File: src/rtl/ex_hazard_ctrl.sv
// ex_hazard_ctrl: EX operand forwarding, load-use interlock, branch flush and
// HALT drain sequencing for the five-stage MIPS32 pipeline.
// Optional feature macro: EX_FORWARDING_EN (forwarding paths present).
// Without it the forward selects are tied to 00 and every RAW on ID/EX or
// EX/MEM is resolved by stalling.
// The IF/ID instruction carries no type code, so both its rs and rt fields
// are treated as sources for hazard detection (conservative).
module ex_hazard_ctrl #(
  parameter int unsigned DRAIN_CYCLES = 3
) (
  input  logic        clk,
  input  logic        rst,
  input  logic [31:0] IF_ID_IR,
  input  logic [31:0] ID_EX_IR,
  input  logic [2:0]  ID_EX_TYPE,
  input  logic [31:0] EX_MEM_IR,
  input  logic [31:0] MEM_WB_IR,
  input  logic [2:0]  EX_MEM_TYPE,
  input  logic [2:0]  MEM_WB_TYPE,
  input  logic        TAKEN_BRANCH,
  output logic [1:0]  ForwardA,
  output logic [1:0]  ForwardB,
  output logic        STALL,
  output logic        FLUSH,
  output logic        HALTED
);

  localparam int unsigned REG_W  = 5;
  localparam int unsigned TYPE_W = 3;
  localparam int unsigned CNT_W  = 2;

  localparam logic [TYPE_W-1:0] T_RR    = 3'b000;
  localparam logic [TYPE_W-1:0] T_RM    = 3'b001;
  localparam logic [TYPE_W-1:0] T_LOAD  = 3'b010;
  localparam logic [TYPE_W-1:0] T_STORE = 3'b011;
  localparam logic [TYPE_W-1:0] T_HALT  = 3'b101;

  typedef enum logic [1:0] {S_RUN, S_LSTALL, S_DRAIN, S_HALT} state_e;

  state_e           state_q, state_d;
  logic [CNT_W-1:0] cnt_q, cnt_d;

  logic [REG_W-1:0] if_rs, if_rt;
  logic [REG_W-1:0] idex_haz_dst, exmem_haz_dst;
  logic [CNT_W-1:0] haz_len;

  // Destination register written by an instruction, r0 when it writes nothing.
  function automatic logic [REG_W-1:0] dest_reg(input logic [31:0] ir,
                                                 input logic [TYPE_W-1:0] t);
    case (t)
      T_RR:         dest_reg = ir[15:11];
      T_RM, T_LOAD: dest_reg = ir[20:16];
      default:      dest_reg = '0;
    endcase
  endfunction

  // True when a real (non-r0) destination feeds either IF/ID source field.
  function automatic logic src_match(input logic [REG_W-1:0] d,
                                     input logic [REG_W-1:0] rs,
                                     input logic [REG_W-1:0] rt);
    src_match = (d != '0) && ((d == rs) || (d == rt));
  endfunction

`ifdef EX_FORWARDING_EN
  logic [REG_W-1:0] exmem_alu_dst, memwb_alu_dst;

  function automatic logic alu_writes(input logic [TYPE_W-1:0] t);
    alu_writes = (t == T_RR) || (t == T_RM);
  endfunction

  // EX/MEM beats MEM/WB; r0 or a non-source field never forwards.
  function automatic logic [1:0] fwd_sel(input logic [REG_W-1:0] src,
                                         input logic             used,
                                         input logic [REG_W-1:0] exd,
                                         input logic [REG_W-1:0] mwd);
    if (!used || (src == '0)) fwd_sel = 2'b00;
    else if (exd == src)      fwd_sel = 2'b10;
    else if (mwd == src)      fwd_sel = 2'b01;
    else                      fwd_sel = 2'b00;
  endfunction

  // Zero-latency operand selects for the instruction in EX.
  always_comb begin
    exmem_alu_dst = alu_writes(EX_MEM_TYPE) ? dest_reg(EX_MEM_IR, EX_MEM_TYPE) : '0;
    memwb_alu_dst = alu_writes(MEM_WB_TYPE) ? dest_reg(MEM_WB_IR, MEM_WB_TYPE) : '0;
    ForwardA = fwd_sel(ID_EX_IR[25:21], ID_EX_TYPE != T_HALT,
                       exmem_alu_dst, memwb_alu_dst);
    ForwardB = fwd_sel(ID_EX_IR[20:16], (ID_EX_TYPE == T_RR) || (ID_EX_TYPE == T_STORE),
                       exmem_alu_dst, memwb_alu_dst);
  end

  // Only loads can still hazard once ALU results are forwarded.
  always_comb begin
    idex_haz_dst  = (ID_EX_TYPE  == T_LOAD) ? ID_EX_IR[20:16]  : '0;
    exmem_haz_dst = (EX_MEM_TYPE == T_LOAD) ? EX_MEM_IR[20:16] : '0;
  end
`else
  assign ForwardA = 2'b00;
  assign ForwardB = 2'b00;

  // No bypass: any writer in ID/EX or EX/MEM must be waited out.
  always_comb begin
    idex_haz_dst  = dest_reg(ID_EX_IR, ID_EX_TYPE);
    exmem_haz_dst = dest_reg(EX_MEM_IR, EX_MEM_TYPE);
  end
`endif

  // Hazard length seen by the instruction in ID: 2 from ID/EX, 1 from EX/MEM.
  always_comb begin
    if_rs = IF_ID_IR[25:21];
    if_rt = IF_ID_IR[20:16];
    if (src_match(idex_haz_dst, if_rs, if_rt))       haz_len = 2'd2;
    else if (src_match(exmem_haz_dst, if_rs, if_rt)) haz_len = 2'd1;
    else                                             haz_len = 2'd0;
  end

  // State and counter register.
  always_ff @(posedge clk) begin
    if (rst) begin
      state_q <= S_RUN;
      cnt_q   <= '0;
    end else begin
      state_q <= state_d;
      cnt_q   <= cnt_d;
    end
  end

  // Next state, counter and STALL/FLUSH; a taken branch overrides everything but HALT.
  always_comb begin
    state_d = state_q;
    cnt_d   = cnt_q;
    STALL   = 1'b0;
    FLUSH   = 1'b0;
    case (state_q)
      S_RUN: begin
        if (TAKEN_BRANCH) begin
          FLUSH = 1'b1;
          cnt_d = '0;
        end else if (ID_EX_TYPE == T_HALT) begin
          STALL = 1'b1;
          if (DRAIN_CYCLES > 1) begin
            state_d = S_DRAIN;
            cnt_d   = CNT_W'(DRAIN_CYCLES - 1);
          end else begin
            state_d = S_HALT;
            cnt_d   = '0;
          end
        end else if (haz_len != '0) begin
          STALL = 1'b1;
          cnt_d = haz_len - 2'd1;
          if (haz_len > 2'd1) state_d = S_LSTALL;
        end
      end
      S_LSTALL, S_DRAIN: begin
        if (TAKEN_BRANCH) begin
          FLUSH   = 1'b1;
          state_d = S_RUN;
          cnt_d   = '0;
        end else begin
          STALL = 1'b1;
          if (cnt_q > 2'd1) begin
            cnt_d = cnt_q - 2'd1;
          end else begin
            cnt_d   = '0;
            state_d = (state_q == S_DRAIN) ? S_HALT : S_RUN;
          end
        end
      end
      S_HALT: begin
        STALL = 1'b1;
      end
      default: begin
        state_d = S_RUN;
        cnt_d   = '0;
      end
    endcase
  end

  assign HALTED = (state_q == S_HALT);

  // Opcode, immediate and MEM/WB fields that this block does not decode.
  logic unused_bits;
  assign unused_bits = ^{IF_ID_IR, ID_EX_IR, EX_MEM_IR, MEM_WB_IR, MEM_WB_TYPE};

endmodule

File: config.mk
export PLATFORM = sky130hd
export DESIGN_NAME = ex_hazard_ctrl
export DESIGN_NICKNAME = d
export VERILOG_FILES = /design/src/rtl/ex_hazard_ctrl.sv
export SDC_FILE = /design/constraint.sdc
export NUM_CORES = 1
export LEC_CHECK = 0
export CAP_MARGIN = 10
export CORE_UTILIZATION = 30
export DETAILED_ROUTE_END_ITERATION = 6
export PLACE_DENSITY = 0.91
export REMOVE_ABC_BUFFERS = 1
export SYNTH_ARGS = -nofsm -noshare
export SYNTH_HDL_FRONTEND = slang
export SYNTH_SLANG_ARGS = --single-unit
File: constraint.sdc
create_clock -name clk -period 3.39 [get_ports clk]
set_clock_uncertainty 0.1 [all_clocks]
set_input_delay 0.5085 -clock clk [delete_from_list [all_inputs] [get_ports clk]]
set_output_delay 0.5085 -clock clk [all_outputs]
set_load 0.05 [all_outputs]
==> metrics.cfg, run 1 <==
[outcome]
status = completed

[final_layout]
syn2layout_area_growth_pct = 63.7
n_fill_cell = 422
diodes = 0
final_nets = 432
drive_gt1_share_pct = 30.4

[synth]
synth_area_leader_cell = nor2b_1
ys.flop_type = dfxtp_1
synthSimpleGateAreaFrac_pct = 38.1
synth_fa_ha_area_share_pct = 3.39
synthMuxAreaShare_pct = 8.64
synth_top_area_share_pct = 6.35
ys_seq_area_share_pct = 5.42
synth_compound_area_share_pct = 33.6
synth_top_family_by_area = simple AND/OR/NAND/NOR gates
ys_warn_count = 0
ys_seq_elements = 4
syn-cell-area_um2 = 1480
synthTopCellsByArea = nor2b_1, mux2i_1, dfxtp_1
synth_edf_count = 0
ys_types = 60
syn_area_per_cell_um2 = 7.17
synthCells = 206
synthXorXnorAreaFrac_pct = 1.69
ys_async_sr_fraction_pct = 0

[critical_path]
reg2regPathDepth = 6
worst_path_dominant_cell_family = compound AO/OA/AOI/OAI gates
crit_buf_inv = 2
crit_fanout = 4
cp_cell_sequence = dlygate4sd2_1, mux2i_4, o211a_1, a2111oi_2, nand4_1, o31ai_2, nor3_2, a311o_1, o21ai_2, buf_12
r2r-start = state_q[0]
r2r_setup_slack_ns = 1.67
critical_path_class = input port to output pin
critPathLaunchType = input port
r2r-end = state_q[0]
slowest_delay_ns = 0.33
cp.required_ns = 2.78
cp_slowest_cell = a2111oi_2
worst_ep_arrival_time_ns = 2.69
endpoint_kind = output pin

[grt]
met2_usage_pct = 34.9
grt_usage_pct = 19.4
use_met1_pct = 23.8
use_met3_pct = 2.08
first_global_vias = 1890
grt_max_degree = 13
grt_pass1_wl_um = 8400
antenna_found_initial = 0
overflow = 0
grt_busiest_layer = met2

[floorplan]
die_h_um = 72.2
die_area_um2 = 5210
rows = 25
core_um2 = 4720
die_w_um = 72.2
io-pin-count = 147
start_util_pct = 31.3

[job]
cap_violations = 0

[timing]
fin_ws_ns = 0.0915
drv_slew = 0
fmax_mhz = 303
period_needed_ns = 3.30
hold_viol_final = 0
whs_ns = 0.439
final-setup-viol-count = 0
fin_crit_sh_pct = 97.3

[routing]
drc = 0
drt_wl_total_um = 5170
drt_pass1_iterations = 5
ant_nets = 0
num_vias = 2020
drt_iter0_markers = 164
via_per_inst = 5.72
wl_per_cell_um = 14.6

[place]
gp_congestion = 0.891
io_buffer_count = 41
hpwl_um = 3950
pre_cts_slack_ns = -0.316

[power]
pwr_density_cell_nw_per_um2 = 244
power.total_uw = 591
leakagePower_uw = 0.00108
vdd_drop_max_mv = 0.150

[clock_tree]
htreeDepth = 1
cts-buffers-inserted = 3
cts_buffer_depth = 2
clock_latency_ns = 0.21
tritoncts = yes
cts_hold_buffers = 0
cts_root_buf = clkbuf_8
clk_pin_slew_ns = 0.03
cts.sink_count = 4

[worst_hold_path]
min-delay-start = cnt_q[1]
hp-class = flop to flop
hold-path-endpoint = cnt_q[1]
hold_depth = 2

flip-flops by register name, summed over array words and instances (netlist names):
name,count
cnt_q,2
state_q,2
cells in the final DEF (no fill, tap or decap), types with 5 or more instances in the layout:
master / instances
a21oi_1: 8
buf_4: 43
buf_6: 5
clkdlybuf4s50_1: 19
dlygate4sd2_1: 6
dlymetal6s2s_1: 11
inv_1: 9
mux2i_1: 5
nand2_1: 11
nand2b_1: 12
nor2_1: 14
nor2b_1: 14
nor3_1: 8
o21ai_0: 8
o21ai_1: 5
or3_1: 7
or4_1: 5
cells in the mapped netlist, types with 2 or more instances:
master / n
nor2b_1: 15
nor2_1: 14
nand2b_1: 12
nand2_1: 11
o21ai_0: 11
inv_1: 10
mux2i_1: 9
nor3_1: 9
a21oi_1: 8
or3_1: 7
a211oi_1: 5
buf_4: 5
or4_1: 5
a211o_1: 4
clkbuf_1: 4
dfxtp_1: 4
ha_1: 4
a222oi_1: 3
a22oi_1: 3
a32oi_1: 3
buf_2: 3
nand3b_1: 3
nand4_1: 3
nor4_1: 3
o21ai_1: 3
a2111oi_2: 2
a221oi_2: 2
and3_1: 2
and3b_1: 2
buf_6: 2
mux2_2: 2
o211a_1: 2
o22ai_1: 2
o32a_1: 2
or3b_2: 2
worst reg2reg max path, delay by kind of cell, from the launching register on:
family,cells,cell delay [ns]
AOI/OAI and AO/OA,3,0.55
adders and majority gates,1,0.36
DFF,1,0.34
and+or+nand+nor,1,0.18
buffers and inverters,1,0.09
metrics by stage:
step / setup TNS [ns] / utilization [%] / instance area, um2 / cells
after floorplan: 0 / - / 1400 / 194
after global placement: -0.249 / 46.9 / 2210 / 344
after detailed placement: -0.316 / 46.9 / 2210 / 344
after CTS: 0 / 49.2 / 2320 / 351
after global routing: -0.0162 / 51.2 / 2420 / 353
final: 0 / 51.2 / 2420 / 353
per-layer routing:
metal | vias up | wire (um)
met2 | 96 | 2620
met4 | 0 | 124
met5 | - | 0
met3 | 14 | 357
li1 | 947 | -
met1 | 963 | 2070
cells by family after synthesis:
| group | count (synthesis) |
|---|---|
| buf+inv | 25 |
| other cells | 1 |
| simple gates | 95 |
| compound gates | 63 |
| xor+xnor | 2 |
| flops | 4 |
| fa+ha+maj | 4 |
| mux | 12 |
cell type report:
cell class	count	area (um2)	share of cell area [%]
clock buffer	3	41.3	1.71
inverter	10	37.5	1.55
multi-input combinational	180	1380	56.9
sequential	4	80.1	3.31
tap	67	83.8	3.47
timing repair buffer	89	800	33.1
power by group:
part           internal [uW]  switching (uW)
Combinational            199             215
Sequential              62.6            16.0
Clock                   75.6            23.2
how the worst max path moves through the flow:
stage | start | slack, ns | depth (start not counted) | to
6_report | EX_MEM_IR[20] | 0.09 | 10 | STALL
5_1_grt | EX_MEM_IR[20] | -0.02 | 10 | STALL
4_1_cts | ID_EX_TYPE[2] | 0.002 | 10 | STALL
3_5_place_dp | EX_MEM_TYPE[0] | -0.32 | 10 | STALL
3_3_place_gp | EX_MEM_TYPE[0] | -0.25 | 11 | STALL
2_1_floorplan | ID_EX_TYPE[0] | 0.17 | 8 | STALL
repair_timing:
action | 4_1_cts | 5_1_grt
setup endpoints to repair | 1 | 1
pin swaps | 10 | 16
buffers inserted | 3 | 2
gates cloned | 1 | 0
hold endpoints to repair | 0 | 0
resized for setup | 22 | 35
No activity file was read; power rests on OpenSTA's default activity.
==> run 2, diff against run 1 <==
- CORE_MARGIN: not set -> 5
- CTS_BUF_LIST: not set -> sky130_fd_sc_hd__clkbuf_16
==> run 2 against run 1 <==
Maximum frequency decreased by 0.43%; core utilization increased by 0.87 points; highest routed layer unchanged; die area increased by 23%; sequential share of layout area decreased by 0.077 points; worst setup slack got worse by 0.014 ns; combinational power decreased by 1%; cell area increased by 2.4%; first-iteration DRC count decreased by 34%; sequential cell count unchanged; largest cell class unchanged; power increased by 14%.
==> metrics.cfg, run 2 (synthesis results as in run 1) <==
[critical_path]
crit_fanout = 3
cp.required_ns = 2.78
critPathLaunchType = input port
worst_ep_arrival_time_ns = 2.70
worst_path_dominant_cell_family = compound AO/OA/AOI/OAI gates
endpoint_kind = output pin
slowest_delay_ns = 0.49
r2r-start = state_q[1]
crit_buf_inv = 3
critical_path_class = input port to output pin
cp_cell_sequence = clkdlybuf4s50_1, inv_2, or4_4, a32oi_2, nand4_1, o31ai_2, nor3_2, a311o_1, o21ai_2, buf_12
crit_start = IF_ID_IR[23]
cp_slowest_cell = clkdlybuf4s50_1

[final_layout]
final_core_util_pct = 52.1
n_fill_cell = 443
diodes = 0
syn2layout_area_growth_pct = 67.6
drive_gt1_share_pct = 30.8
mostFrequentLayoutCells = buf_4, dlymetal6s2s_1, nor2b_1, nor2_1, clkdlybuf4s50_1
multi_input_area_um2 = 1390
final_nets = 432
reg_top3 = cnt_q (2), state_q (2)
final_common_cell = buf_4
layout.area.seq_um2 = 80.1
fin_area_um2 = 2480

[place]
io_buffer_count = 41
gp_congestion = 0.903
place_area_um2 = 2170
hpwl_um = 3900
pre_cts_slack_ns = -0.252

[timing]
finalSetupTns_ns = 0
fin_crit_sh_pct = 97.7
hold_viol_final = 0
period_needed_ns = 3.31
drv_slew = 0
final-setup-viol-count = 0
fmax_mhz = 302
fin_ws_ns = 0.0772

[routing]
num_vias = 1956
wl_per_cell_um = 15.3
drt_wl_total_um = 5400
drt_iter0_markers = 109
ant_nets = 0
via_per_inst = 5.54
drt_pass1_iterations = 5
drc = 0

[floorplan]
core_um2 = 4750
die_w_um = 80.2
rows = 25
start_util_pct = 31.1
die_h_um = 80.2
io-pin-count = 147
die_area_um2 = 6430

[clock_tree]
cts_buffer_depth = 2
cts_root_buf = clkbuf_16
cts-buffers-inserted = 3
tritoncts = yes
cts.sink_count = 4
htreeDepth = 1
clock_latency_ns = 0.22
clk_pin_slew_ns = 0.03

[worst_hold_path]
hp-class = flop to flop
min-delay-start = cnt_q[1]

[grt]
antenna_found_initial = 0
first_global_vias = 1845
grt_pass1_wl_um = 8080
grt_max_degree = 14
grt_usage_pct = 15.0
overflow = 0

[power]
pwr_density_cell_nw_per_um2 = 272
vdd_drop_max_mv = 0.226
leakagePower_uw = 0.00116

[job]
cap_violations = 0

[outcome]
status = completed

run 2: cell types whose count changed in the layout (fill, tap and decap cells not counted), moves of 2 or more:
cell	before	now
clkdlybuf4s50_1	19	14
buf_2	0	2
or4_1	5	3
buf_6	5	3
dlygate4sd2_1	6	2
dlymetal6s2s_1	11	19
clkbuf_16	0	3
or4_4	0	2
clkbuf_8	3	0
run 2: final timing paths:
check	endpoint	slack [ns]	depth (start not counted)
setup reg to reg	state_q[0]	1.67	6
hold reg to reg	cnt_q[1]	0.42	2
setup / recovery	STALL	0.08	10
hold / removal	cnt_q[1]	0.42	2
run 2: timing repair:
| action | CTS | global route |
|---|---|---|
| pin swaps | 9 | 21 |
| hold buffers | 0 | 0 |
| resized for setup | 14 | 45 |
| gates cloned | 1 | 1 |
| endpoints found under the setup margin | 1 | 1 |
| setup buffers | 3 | 7 |
run 2: per-stage QoR:
stage	hold WS, ns	power [uW]	cells
3_3_place_gp	0.403	438	338
3_5_place_dp	0.419	450	338
4_1_cts	0.428	649	345
2_1_floorplan	0.378	285	194
6_report	0.423	672	353
5_1_grt	0.441	714	353
run 2: routing by layer:
metal | track usage [%] | up-vias | wire, um
met5 | 0 | - | 0
li1 | - | 942 | -
met3 | 1.68 | 16 | 370
met1 | 17.9 | 903 | 2210
met4 | 6.25 | 0 | 153
met2 | 26.9 | 95 | 2660
run 2: tightest hold or removal path: stages (launching register included):
cell and delay [ns]:
dfxtp_1 0.32, nand2b_1 0.08, mux2i_1 0.06
run 2: final cells by class:
cell class	instances	share of cell area, %
well taps	67	3.39
repair buffers	89	32.8
inverters	10	1.52
flip-flops and latches	4	3.23
clock buffers	3	3.03
multi-input cells	180	56.0
run 2: where the power goes:
group          leakage (uW)  internal [uW]  switching, uW
Sequential        0.0000330           62.6           15.6
Combinational       0.00109            197            212
Clock             0.0000370            151           34.2
Total               0.00116            410            262
